<file path="src/rtl/fifo_wr_arbiter_ctrl.sv">
// FIFO write-port arbiter and pointer control.
// Round-robin sharing of one write port, status flags, RAM strobes.
module fifo_wr_arbiter_ctrl #(
  parameter int A_LENGTH = 3,
  parameter int DATA_W   = 8
) (
  input  logic                arb_clk,
  input  logic                arb_reset,
  input  logic                wr_req0,
  input  logic [DATA_W-1:0]   wr_data0,
  input  logic                wr_req1,
  input  logic [DATA_W-1:0]   wr_data1,
  output logic                wr_gnt0,
  output logic                wr_gnt1,
  input  logic                rd_req,
  output logic                rd_valid,
  output logic                mem_wr_en,
  output logic [A_LENGTH-1:0] mem_wr_addr,
  output logic [DATA_W-1:0]   mem_wr_data,
  output logic                mem_rd_en,
  output logic [A_LENGTH-1:0] mem_rd_addr,
  output logic                fifo_full,
  output logic                fifo_empty,
  output logic [A_LENGTH:0]   fifo_count,
  output logic                rd_underflow
);

  logic [A_LENGTH:0] wr_ptr_q, wr_ptr_d;
  logic [A_LENGTH:0] rd_ptr_q, rd_ptr_d;
  logic              rr_pri_q, rr_pri_d;
  logic              rd_valid_q, rd_valid_d;
  logic              rd_underflow_q, rd_underflow_d;
  logic              empty, full;
  logic              gnt0, gnt1;
  logic              rd_accept;

  assign empty = (wr_ptr_q == rd_ptr_q);
  assign full  = (wr_ptr_q[A_LENGTH] != rd_ptr_q[A_LENGTH]) &&
                 (wr_ptr_q[A_LENGTH-1:0] == rd_ptr_q[A_LENGTH-1:0]);

  // Grant: blocked when full or in reset, rr_pri breaks ties
  always_comb begin
    gnt0 = 1'b0;
    gnt1 = 1'b0;
    if (!arb_reset && !full) begin
      if (wr_req0 && wr_req1) begin
        gnt0 = ~rr_pri_q;
        gnt1 = rr_pri_q;
      end else begin
        gnt0 = wr_req0;
        gnt1 = wr_req1;
      end
    end
  end

  assign rd_accept = rd_req & ~empty & ~arb_reset;

  // Next-state for pointers, priority, read-valid and underflow
  always_comb begin
    wr_ptr_d       = wr_ptr_q;
    rd_ptr_d       = rd_ptr_q;
    rr_pri_d       = rr_pri_q;
    rd_valid_d     = rd_accept;
    rd_underflow_d = rd_underflow_q | (rd_req & empty);
    if (gnt0 || gnt1) begin
      wr_ptr_d = wr_ptr_q + 1'b1;
      rr_pri_d = gnt0;
    end
    if (rd_accept) begin
      rd_ptr_d = rd_ptr_q + 1'b1;
    end
  end

  // State registers with synchronous reset
  always_ff @(posedge arb_clk) begin
    if (arb_reset) begin
      wr_ptr_q       <= '0;
      rd_ptr_q       <= '0;
      rr_pri_q       <= 1'b0;
      rd_valid_q     <= 1'b0;
      rd_underflow_q <= 1'b0;
    end else begin
      wr_ptr_q       <= wr_ptr_d;
      rd_ptr_q       <= rd_ptr_d;
      rr_pri_q       <= rr_pri_d;
      rd_valid_q     <= rd_valid_d;
      rd_underflow_q <= rd_underflow_d;
    end
  end

  // Write data follows the granted writer, zero when idle
  always_comb begin
    mem_wr_data = '0;
    if (gnt0) begin
      mem_wr_data = wr_data0;
    end else if (gnt1) begin
      mem_wr_data = wr_data1;
    end
  end

  assign wr_gnt0      = gnt0;
  assign wr_gnt1      = gnt1;
  assign mem_wr_en    = gnt0 | gnt1;
  assign mem_wr_addr  = wr_ptr_q[A_LENGTH-1:0];
  assign mem_rd_en    = rd_accept;
  assign mem_rd_addr  = rd_ptr_q[A_LENGTH-1:0];
  assign rd_valid     = rd_valid_q;
  assign rd_underflow = rd_underflow_q;
  assign fifo_full    = full;
  assign fifo_empty   = empty;
  assign fifo_count   = wr_ptr_q - rd_ptr_q;

endmodule

</file>
<file path="config.mk">
export PLATFORM = sky130hd
export DESIGN_NAME = fifo_wr_arbiter_ctrl
export DESIGN_NICKNAME = d
export VERILOG_FILES = /design/src/rtl/fifo_wr_arbiter_ctrl.sv
export SDC_FILE = /design/constraint.sdc
export NUM_CORES = 1
export LEC_CHECK = 0
export ABC_AREA = 1
export BUFFER_PORTS_ARGS = -buffer_cell sky130_fd_sc_hd__buf_4
export CELL_PAD_IN_SITES_DETAIL_PLACEMENT = 2
export CELL_PAD_IN_SITES_GLOBAL_PLACEMENT = 2
export CORE_ASPECT_RATIO = 2
export CORE_MARGIN = 3
export CORE_UTILIZATION = 23
export CTS_BUF_LIST = sky130_fd_sc_hd__clkbuf_4
export CTS_CLUSTER_DIAMETER = 100
export DETAILED_ROUTE_END_ITERATION = 8
export GPL_ROUTABILITY_DRIVEN = 0
export PLACE_DENSITY = 0.91
export SKIP_LAST_GASP = 1
export SYNTH_ARGS = -nofsm -noshare
export SYNTH_HDL_FRONTEND = slang
export SYNTH_SLANG_ARGS = --single-unit
</file>
<file path="constraint.sdc">
create_clock -name arb_clk -period 2.15 [get_ports arb_clk]
set_input_delay 0.43 -clock arb_clk [delete_from_list [all_inputs] [get_ports arb_clk]]
set_output_delay 0.43 -clock arb_clk [all_outputs]
set_load 0.01 [all_outputs]
</file>
---- After elaboration in Yosys (flattened, before gate mapping) ----
Cells that the tools add are included.
cells by class
  $add $sub $neg .......................... 3
  equal/unequal tests ..................... 3
  reductions and logical operators ........ 6
  bitwise logic cells ..................... 8
  multiplexer cells ....................... 6
operator list
  operator                                     count
  two-way mux 8 bit                            2
  adder 4 x 1 -> 4 bit, second input constant  2
  equality test 4 bit                          1
  two-way mux 1 bit                            4
  subtractor 4 bit                             1
  bitwise AND 1 bit                            3
  equality test 3 bit                          1
  logical AND 1 bit                            3
  inverter 1 bit                               3
  logical NOT 1 bit                            2
  OR 1 bit                                     2
  logical OR 1 bit                             1
  != test 1 bit                                1
storage, ports and cells
  register bits after elaboration ......... 11
  bits of input ports ..................... 21
  output and inout port bits .............. 26
  logic and storage cells ................. 31

---- Longest topological paths before layout ----
Gate-level depths: netlist (run 1).
  depth after elaboration ................. 7
  gate-level depth with buffers ........... 9
  depth with buffers taken out ............ 9

---- Worst setup path after synthesis (run 1) ----
Ideal clock, no wire load.
  path kind ............................... register to output
  from .................................... register wr_ptr_q[0]
  to ...................................... output port mem_wr_data[0]
  setup slack ............................. 0.367 ns
  path buffers ............................ 0
  cell stages (with the launch flop) ...... 10
  data arrival time ....................... 1.353 ns
  required time ........................... 1.720 ns
  cell sequence ........................... dfxtp_1 -> inv_1 -> ha_1 -> inv_1 -> nor2_2 -> nand2_4 -> nand3_4 -> inv_4 -> nand2_1 -> nand2_1
between the ends
  longest elaborated chain between the ends .. 7
  elaborated cells between the ends (all ways) .. 8
  those cells by class .................... eq/ne (1); mux (4); reduce/logical (3)
RTL lines
  what                    line  source
  start, declared         28    logic [A_LENGTH:0] wr_ptr_q, wr_ptr_d;
  start signal, assigned  83    wr_ptr_q <= wr_ptr_d;
  equality test 3 bit     39    (wr_ptr_q[A_LENGTH-1:0] == rd_ptr_q[A_LENGTH-1:0]);
  logical AND 1 bit       38    assign full = (wr_ptr_q[A_LENGTH] != rd_ptr_q[A_LENGTH]) &&
  logical NOT 1 bit       45    if (!arb_reset && !full) begin
  logical AND 1 bit       45
  two-way mux 1 bit       45
  named net wr_gnt1       14    output logic wr_gnt1,
  two-way mux 8 bit       96    end else if (gnt1) begin
  two-way mux 8 bit       94    if (gnt0) begin
  end, declared           19    output logic [DATA_W-1:0] mem_wr_data,
The timed path passes the listed nets, and every way through them passes these cells.

---- Worst setup path after layout (run 1) ----
  from .................................... register rd_ptr_q[2]
  to ...................................... output port mem_wr_data[3]
between the ends
  longest elaborated chain between the ends .. 7
  elaborated cells between the ends (all ways) .. 8
  those cells by class .................... eq/ne (1); mux (4); reduce/logical (3)
RTL lines
  what                    line  source
  start, declared         29    logic [A_LENGTH:0] rd_ptr_q, rd_ptr_d;
  start signal, assigned  84    rd_ptr_q <= rd_ptr_d;
  equality test 3 bit *   39
  logical AND 1 bit *     38
  logical NOT 1 bit *     45
  logical AND 1 bit *     45
  two-way mux 1 bit       45
  two-way mux 8 bit       96
  two-way mux 8 bit *     94
Mark *: on every way between the ends. The rest lies on a longest branch, timed or not.

==> results of run 1 <==
==> synth_stat cells, drive strengths merged <==
| cell | number | area share [%] |
|---|---|---|
| nand2 | 43 | 20 |
| inv | 18 | 8.2 |
| nor2 | 17 | 9.2 |
| dfxtp | 11 | 25 |
| nand3 | 11 | 9.1 |
| buf | 7 | 5.9 |
| ha | 5 | 7.1 |
| a21oi | 4 | 2.3 |
| o21ai | 4 | 3.1 |
| a21boi | 2 | 3.4 |
| xnor2 | 2 | 2.0 |
| xor2 | 2 | 2.0 |
| fa | 1 | 2.3 |
| nor3 | 1 | 0.57 |
==> worst reg2reg max path, delay by kind of cell, from the launching register on <==
| kind | cells | cell delay [ps] |
|---|---|---|
| adder cells (fa/ha/maj) | 1 | 290 |
| buffers and inverters | 3 | 290 |
| flip-flops | 1 | 370 |
| AND/OR/NAND/NOR | 7 | 610 |
==> state kept, by name, indices dropped and copies added, names as in the netlist <==
name and count:
rr_pri_q 1, rd_underflow 1, rd_ptr_q 4, wr_ptr_q 4
rd_valid 1
==> layout make-up <==
type | instances | area (um^2)
Timing Repair Buffer | 52 | 420.4
Sequential cell | 11 | 230.2
Multi-Input combinational cell | 92 | 635.6
Fill cell | 448 | 2185
Tap cell | 49 | 61.31
Inverter | 18 | 80.08
Clock inverter | 1 | 5.005
Timing Repair inverter | 1 | 6.256
Clock buffer | 3 | 22.52
==> power by group through the flow <==
stage                     sequential, uW  clock (uW)  combinational (uW)
after floorplan                      257           0                 279
after global placement               259           0                 455
after detailed placement             262           0                 477
after CTS                            261         159                 524
after global routing                 268         172                 628
final                                264         151                 579
==> metrics by stage <==
stage	area (um^2)	setup TNS (ps)	util [%]	hold WS [ps]
floorplan	883.3	0	-	472.5
global placement	1237	0	33.94	443.4
detailed placement	1237	0	33.94	458.8
CTS	1351	0	37.06	363.3
global route	1461	-469.5	40.08	373.0
finish	1461	0	40.08	376.5
==> how the worst min path moves through the flow <==
stage                               end  slack, ps  cells after the start
5_1_grt        rd_ptr_q[1]$_SDFFE_PP0P_        370                      2
4_1_cts        rd_ptr_q[1]$_SDFFE_PP0P_        360                      2
3_3_place_gp    rd_underflow$_SDFF_PP0_        440                      2
2_1_floorplan   rd_underflow$_SDFF_PP0_        470                      2
3_5_place_dp    rd_underflow$_SDFF_PP0_        460                      2
6_report       rd_ptr_q[2]$_SDFFE_PP0P_        380                      2
==> layer usage <==
metal  up-vias  track usage, %  wire length (um)
met5         -               0                 0
met4         0           6.697               104
met3         9           3.030               207
met2        49           39.38              2686
met1       510           12.32              1095
li1        489               -                 -
==> logic make-up (layout without fill, tap and decap cells) <==
group | after synthesis | in the layout | synth area share, %
adders and majority gates | 6 | 6 | 9.349
buffers and inverters | 25 | 75 | 14.16
xor gates and xnor gates | 4 | 4 | 3.967
AOI/OAI and AO/OA | 10 | 10 | 8.783
and+or+nand+nor | 72 | 72 | 38.81
DFF | 11 | 11 | 24.93
==> cell usage in the layout (no fill, tap or decap), types with 3 or more instances in the layout <==
| cell type | count |
|---|---|
| buf_4 | 44 |
| inv_1 | 9 |
| nand2_2 | 16 |
| nand2_1 | 23 |
| nand2_4 | 4 |
| ha_4 | 3 |
| dfxtp_1 | 5 |
| a21oi_1 | 4 |
| nor2_1 | 14 |
| nor2_4 | 3 |
| inv_2 | 6 |
| nand3_1 | 9 |
| dfxtp_2 | 5 |
| buf_6 | 8 |
| clkbuf_4 | 3 |
==> timing repair <==
item	4_1_cts	5_1_grt
endpoints found under the hold margin	0	0
pin swaps	0	7
setup endpoints to repair	15	11
gates resized for setup	16	31
buffers inserted	3	3
cloned	1	0
==> results.tsv, run 1 <==
stage	metric	value	unit
finish	nets	206	
sta	rsz0062_at_grt	true	
placed_design	place_hpwl	2853	um
worst_setup_path	rrSetupSlack	480	ps
grt	grt_usage	17.29	%
detailed_routing	via_per_inst	4.656	
logic_synthesis	syn-cell-area	883.3	um^2
floorplanning	initial_core_util	24.23	%
floorplanning	dieArea	4665	um^2
power_and_ir_drop	vdd_drop_max	0.3889	mV
clock_network	clk_path_buf_depth	2	
worst_setup_path	critPathMaxFanout	5	
logic_synthesis	synth_fp_nets	155	
floorplanning	num_rows	31	
grt	first_global_vias	1188	
clock_network	holdBufCountCts	0	
power_and_ir_drop	p_seq_share	26.5	%
sta	fin_ws	16.74	ps
floorplanning	dieWidth	49.82	um
clock_network	htreeDepth	1	
logic_synthesis	yosysSeqAreaShare	24.93	%
detailed_routing	wl	4094	um
sta	fin_skew	7.759	ps
sta	report.final.hold_viol_count	0	
worst_setup_path	crit_chain	inv_4, ha_4, nand2_4, nor2_4, nand2_4, nand3_4, inv_6, nand2_2, nand2_2, buf_6	
sta	slew_violations	0	
power_and_ir_drop	pwr-share-comb	58.3	%
finish	layout-drive-gt1-share	58.43	%
clock_network	cts_sinks	11	
worst_setup_path	rr_endpoint	wr_ptr_q[2]$_SDFFE_PP0P_	
placed_design	dp.cells	216	
power_and_ir_drop	clockPowerShare	15.2	%
power_and_ir_drop	power.leakage	0.0007458	uW
sta	finalSetupViolations	0	
grt	antenna_found_initial	0	
finish	final_cells	227	
grt	grt_pass1_wl	5920	um
placed_design	portBuffers	46	
detailed_routing	wl_per_cell	18.04	um
power_and_ir_drop	p_int	573.4	uW
detailed_routing	drt_iter0_markers	11	
worst_setup_path	crit_end	mem_wr_data[3]	
floorplanning	die_h	93.64	um
worst_setup_path	arrival	1700	ps
logic_synthesis	ys_seq_elements	11	
clock_network	clk_pin_slew	90	ps
worst_hold_path	hp-start	arb_reset	
power_and_ir_drop	finalPower	994.4	uW
clock_network	root_buffer	clkbuf_4	
detailed_routing	ant_nets	0	
power_and_ir_drop	powerDensity	680.4	nW/um^2
worst_setup_path	r2r_cells	11	
power_and_ir_drop	p_switching	421.0	uW
logic_synthesis	synth.avg_cell_area	6.901	um^2
grt	grt_overflow_total	0	
finish	area_growth	65.44	%
detailed_routing	firstDrtPassIters	2	
worst_setup_path	cp_num_buf_inv	3	
floorplanning	io_pins	47	
worst_setup_path	crit_type	flop to output port	
worst_setup_path	r2r_start	rd_ptr_q[2]$_SDFFE_PP0P_	
placed_design	pre_cts_slack	102.8	ps
logic_synthesis	synthDistinctLibCells	22	
sta	worst_pin_slew	334.3	ps
logic_synthesis	synth_warnings	0	
power_and_ir_drop	swShare	42.33	%
sta	max_freq	468.8	MHz
clock_network	worstSkewPairLatency	280	ps
worst_setup_path	required	1720	ps
finish	antenna_cells	0	
worst_setup_path	crit_slowest_cell	dfxtp_2	
clock_network	cts_tree	done	
worst_setup_path	worstSetupStartpointType	flop	
sta	maxSlewHeadroom	77.54	%
detailed_routing	drc	0	
worst_setup_path	startpoint	rd_ptr_q[2]$_SDFFE_PP0P_	
worst_setup_path	critical_path_cell_count	10	
detailed_routing	num_vias	1057	
floorplanning	core_area	3646	um^2
sta	final.min_clock_period	2133	ps
worst_setup_path	critPathCaptureType	output port	
run	cap_violations	0	
worst_setup_path	cp_slowest_stage_delay	370	ps
grt	grt_max_degree	10	
worst_hold_path	hold_class	primary input to flop	
worst_setup_path	cpLargestDelayFamily	simple AND/OR/NAND/NOR gates	
clock_network	cts_made_buffers	3	
outcome	status	finished clean	
logic_synthesis	synthCells	128	
sta	period_share	99.22	%
Note: power is estimated with default switching activity, not from simulation.
==> inputs of run 2 (changes only) <==
--- a/config.mk
+++ b/config.mk
@@ -17,6 +17,7 @@
 export DETAILED_ROUTE_END_ITERATION = 8
 export GPL_ROUTABILITY_DRIVEN = 0
 export PLACE_DENSITY = 0.91
+export REMOVE_ABC_BUFFERS = 1
 export SKIP_LAST_GASP = 1
 export SYNTH_ARGS = -nofsm -noshare
 export SYNTH_HDL_FRONTEND = slang
==> results.tsv, run 2 (same netlist as run 1, synthesis figures left out) <==
stage	metric	value	unit	change
floorplanning	num_rows	31		unchanged
sta	period_share	105.1	%	+5.9 points
worst_setup_path	worstSetupStartpointType	flop		
floorplanning	dieWidth	49.82	um	unchanged
worst_setup_path	r2r_start	wr_ptr_q[0]$_SDFFE_PP0P_		
floorplanning	initial_core_util	24.23	%	unchanged
sta	fin_skew	1.645	ps	-6.114 ps
sta	final.min_clock_period	2259	ps	+126.1 ps
detailed_routing	wl_per_cell	19.61	um	+8.8%
floorplanning	dieArea	4665	um^2	unchanged
worst_hold_path	hold_end	rd_ptr_q[1]$_SDFFE_PP0P_		
worst_setup_path	rrSetupSlack	480	ps	about the same
grt	grt_max_degree	9		-1
clock_network	cts_made_buffers	3		unchanged
clock_network	cts_sinks	11		unchanged
clock_network	clk_path_buf_depth	2		unchanged
sta	fin_ws	-109.4	ps	-126.1 ps
placed_design	place_hpwl	2891	um	+1.3%
sta	finalSetupViolations	9		+9
detailed_routing	via_per_inst	4.689		+0.70%
detailed_routing	drt_iter0_markers	30		+19
sta	maxSlewHeadroom	78.28	%	+0.73 points
finish	area_growth	74.79	%	
clock_network	clk_pin_slew	80	ps	about the same
worst_setup_path	rr_endpoint	wr_ptr_q[1]$_SDFFE_PP0P_		
placed_design	portBuffers	46		unchanged
worst_setup_path	critPathCaptureType	output port		
worst_setup_path	cp_slowest_stage_delay	360	ps	about the same
detailed_routing	drc	0		unchanged
worst_hold_path	hold_class	primary input to flop		
finish	mostFrequentLayoutCell	buf_4		
worst_hold_path	min_path_cells	2		unchanged
run	cap_violations	0		unchanged
grt	grt_overflow_total	0		unchanged
worst_setup_path	crit_type	flop to output port		
floorplanning	io_pins	47		unchanged
worst_setup_path	arrival	1830	ps	+130 ps
power_and_ir_drop	vdd_drop_max	0.3874	mV	-0.39%
worst_setup_path	crit_slowest_cell	dfxtp_2		
grt	first_global_vias	1305		+9.8%
placed_design	dp.cells	217		+0.46%
sta	slew_violations	0		unchanged
grt	grt_pass1_wl	6851	um	+16%
grt	grt_usage	20.03	%	+2.7 points
power_and_ir_drop	power.leakage	0.0008122	uW	+8.9%
sta	worst_pin_slew	323.4	ps	-10.90 ps
finish	layout-drive-gt1-share	56.77	%	-1.7 points
finish	largestRegisters	rd_ptr_q x4, wr_ptr_q x4		
grt	antenna_found_initial	0		unchanged
sta	max_freq	442.6	MHz	-5.6%
detailed_routing	firstDrtPassIters	4		+2
worst_setup_path	r2r_cells	10		-1
clock_network	cts_tree	done		
worst_setup_path	startpoint	rd_ptr_q[2]$_SDFFE_PP0P_		
finish	antenna_cells	0		unchanged
detailed_routing	wl	4727	um	+15%
sta	holdWs	363.2	ps	-13.27 ps
power_and_ir_drop	powerDensity	707.6	nW/um^2	+4.0%
worst_setup_path	required	1720	ps	about the same
sta	fin_tns_setup	-511.2	ps	-511.2 ps
floorplanning	core_area	3646	um^2	unchanged
outcome	violations	setup timing		
outcome	status	complete, but fails checks		
finish	nets	220		+6.8%
finish	most-common-layout-cells	buf_4, nand2_1, nor2_1		
finish	final_cells	241		+6.2%
detailed_routing	ant_nets	0		unchanged
clock_network	htreeDepth	1		unchanged
sta	rsz0062_at_grt	true		
clock_network	worstSkewPairLatency	290	ps	about the same
clock_network	holdBufCountCts	0		unchanged
detailed_routing	num_vias	1130		+6.9%
clock_network	root_buffer	clkbuf_4		
floorplanning	die_h	93.64	um	unchanged
worst_setup_path	critPathMaxFanout	4		-1
sta	report.final.hold_viol_count	0		unchanged
worst_hold_path	hp-start	arb_reset		
worst_setup_path	crit_chain	inv_2, ha_4, nand2_4, nor2_4, nand2_4, nand3_4, clkinvlp_4, buf_4, buf_4		
==> run 2: changes by cell type in the layout (fill, tap and decap cells not counted), moves of 4 or more <==
cell,change
buf_6,-4
nand2_2,-11
buf_4,+17
nand2_1,+11
==> run 2: repair_timing <==
action / CTS / global route
endpoints found under the setup margin: 16 / 15
gates resized for setup: 22 / 14
pin swaps: 10 / 8
cloned: 2 / 0
endpoints found under the hold margin: 0 / 0
buffers inserted: 9 / 9
==> run 2: metrics by stage <==
stage	worst slack [ps]	area, um^2	util [%]	total power, uW
final	-109.4	1544	42.35	1093
after global routing	-168.5	1544	42.35	1158
after global placement	179.0	1245	34.15	722.5
after floorplan	297.9	830.8	-	514.4
after CTS	-38.54	1425	39.09	1011
after detailed placement	35.01	1245	34.15	746.1
==> run 2: layer usage <==
layer | routed length [um] | track usage, % | vias up | share of wire, %
li1 | - | - | 517 | -
met1 | 1333 | 15.11 | 526 | 28
met2 | 2840 | 44.47 | 66 | 60
met3 | 279 | 3.668 | 21 | 5.9
met4 | 273 | 7.852 | 0 | 5.8
met5 | 0 | 0 | - | 0
==> run 2: cell type report <==
type | count | area, um^2
repair inverters | 2 | 13.76
repair buffers | 65 | 503.0
clock buffers | 4 | 30.03
flip-flops and latches | 11 | 229.0
well taps | 49 | 61.31
fillers | 440 | 2102
inverters | 18 | 77.57
multi-input cells | 92 | 629.4
==> run 2: worst max-delay path by stage <==
stage | end | slack (ps) | cells past startpoint
floorplan | mem_wr_data[0] | 300 | 9
global placement | mem_wr_data[3] | 180 | 10
detailed placement | mem_wr_data[3] | 40 | 10
CTS | mem_wr_data[7] | -40 | 10
global route | mem_wr_data[2] | -170 | 10
finish | wr_gnt1 | -110 | 9
==> run 2: power breakdown <==
group	internal, uW	switching, uW	leakage, uW	total (uW)
logic	314	345	0.000701	658
clock network	85.0	89.2	0.0000184	174
registers	232	28.3	0.0000927	260
==> run 2: critical path, delay by kind of cell, from the launching register on <==
| kind | cells | cell delay, ps |
|---|---|---|
| fa+ha+maj | 1 | 300 |
| flops | 1 | 360 |
| simple gates | 4 | 410 |
| buf+inv | 4 | 480 |
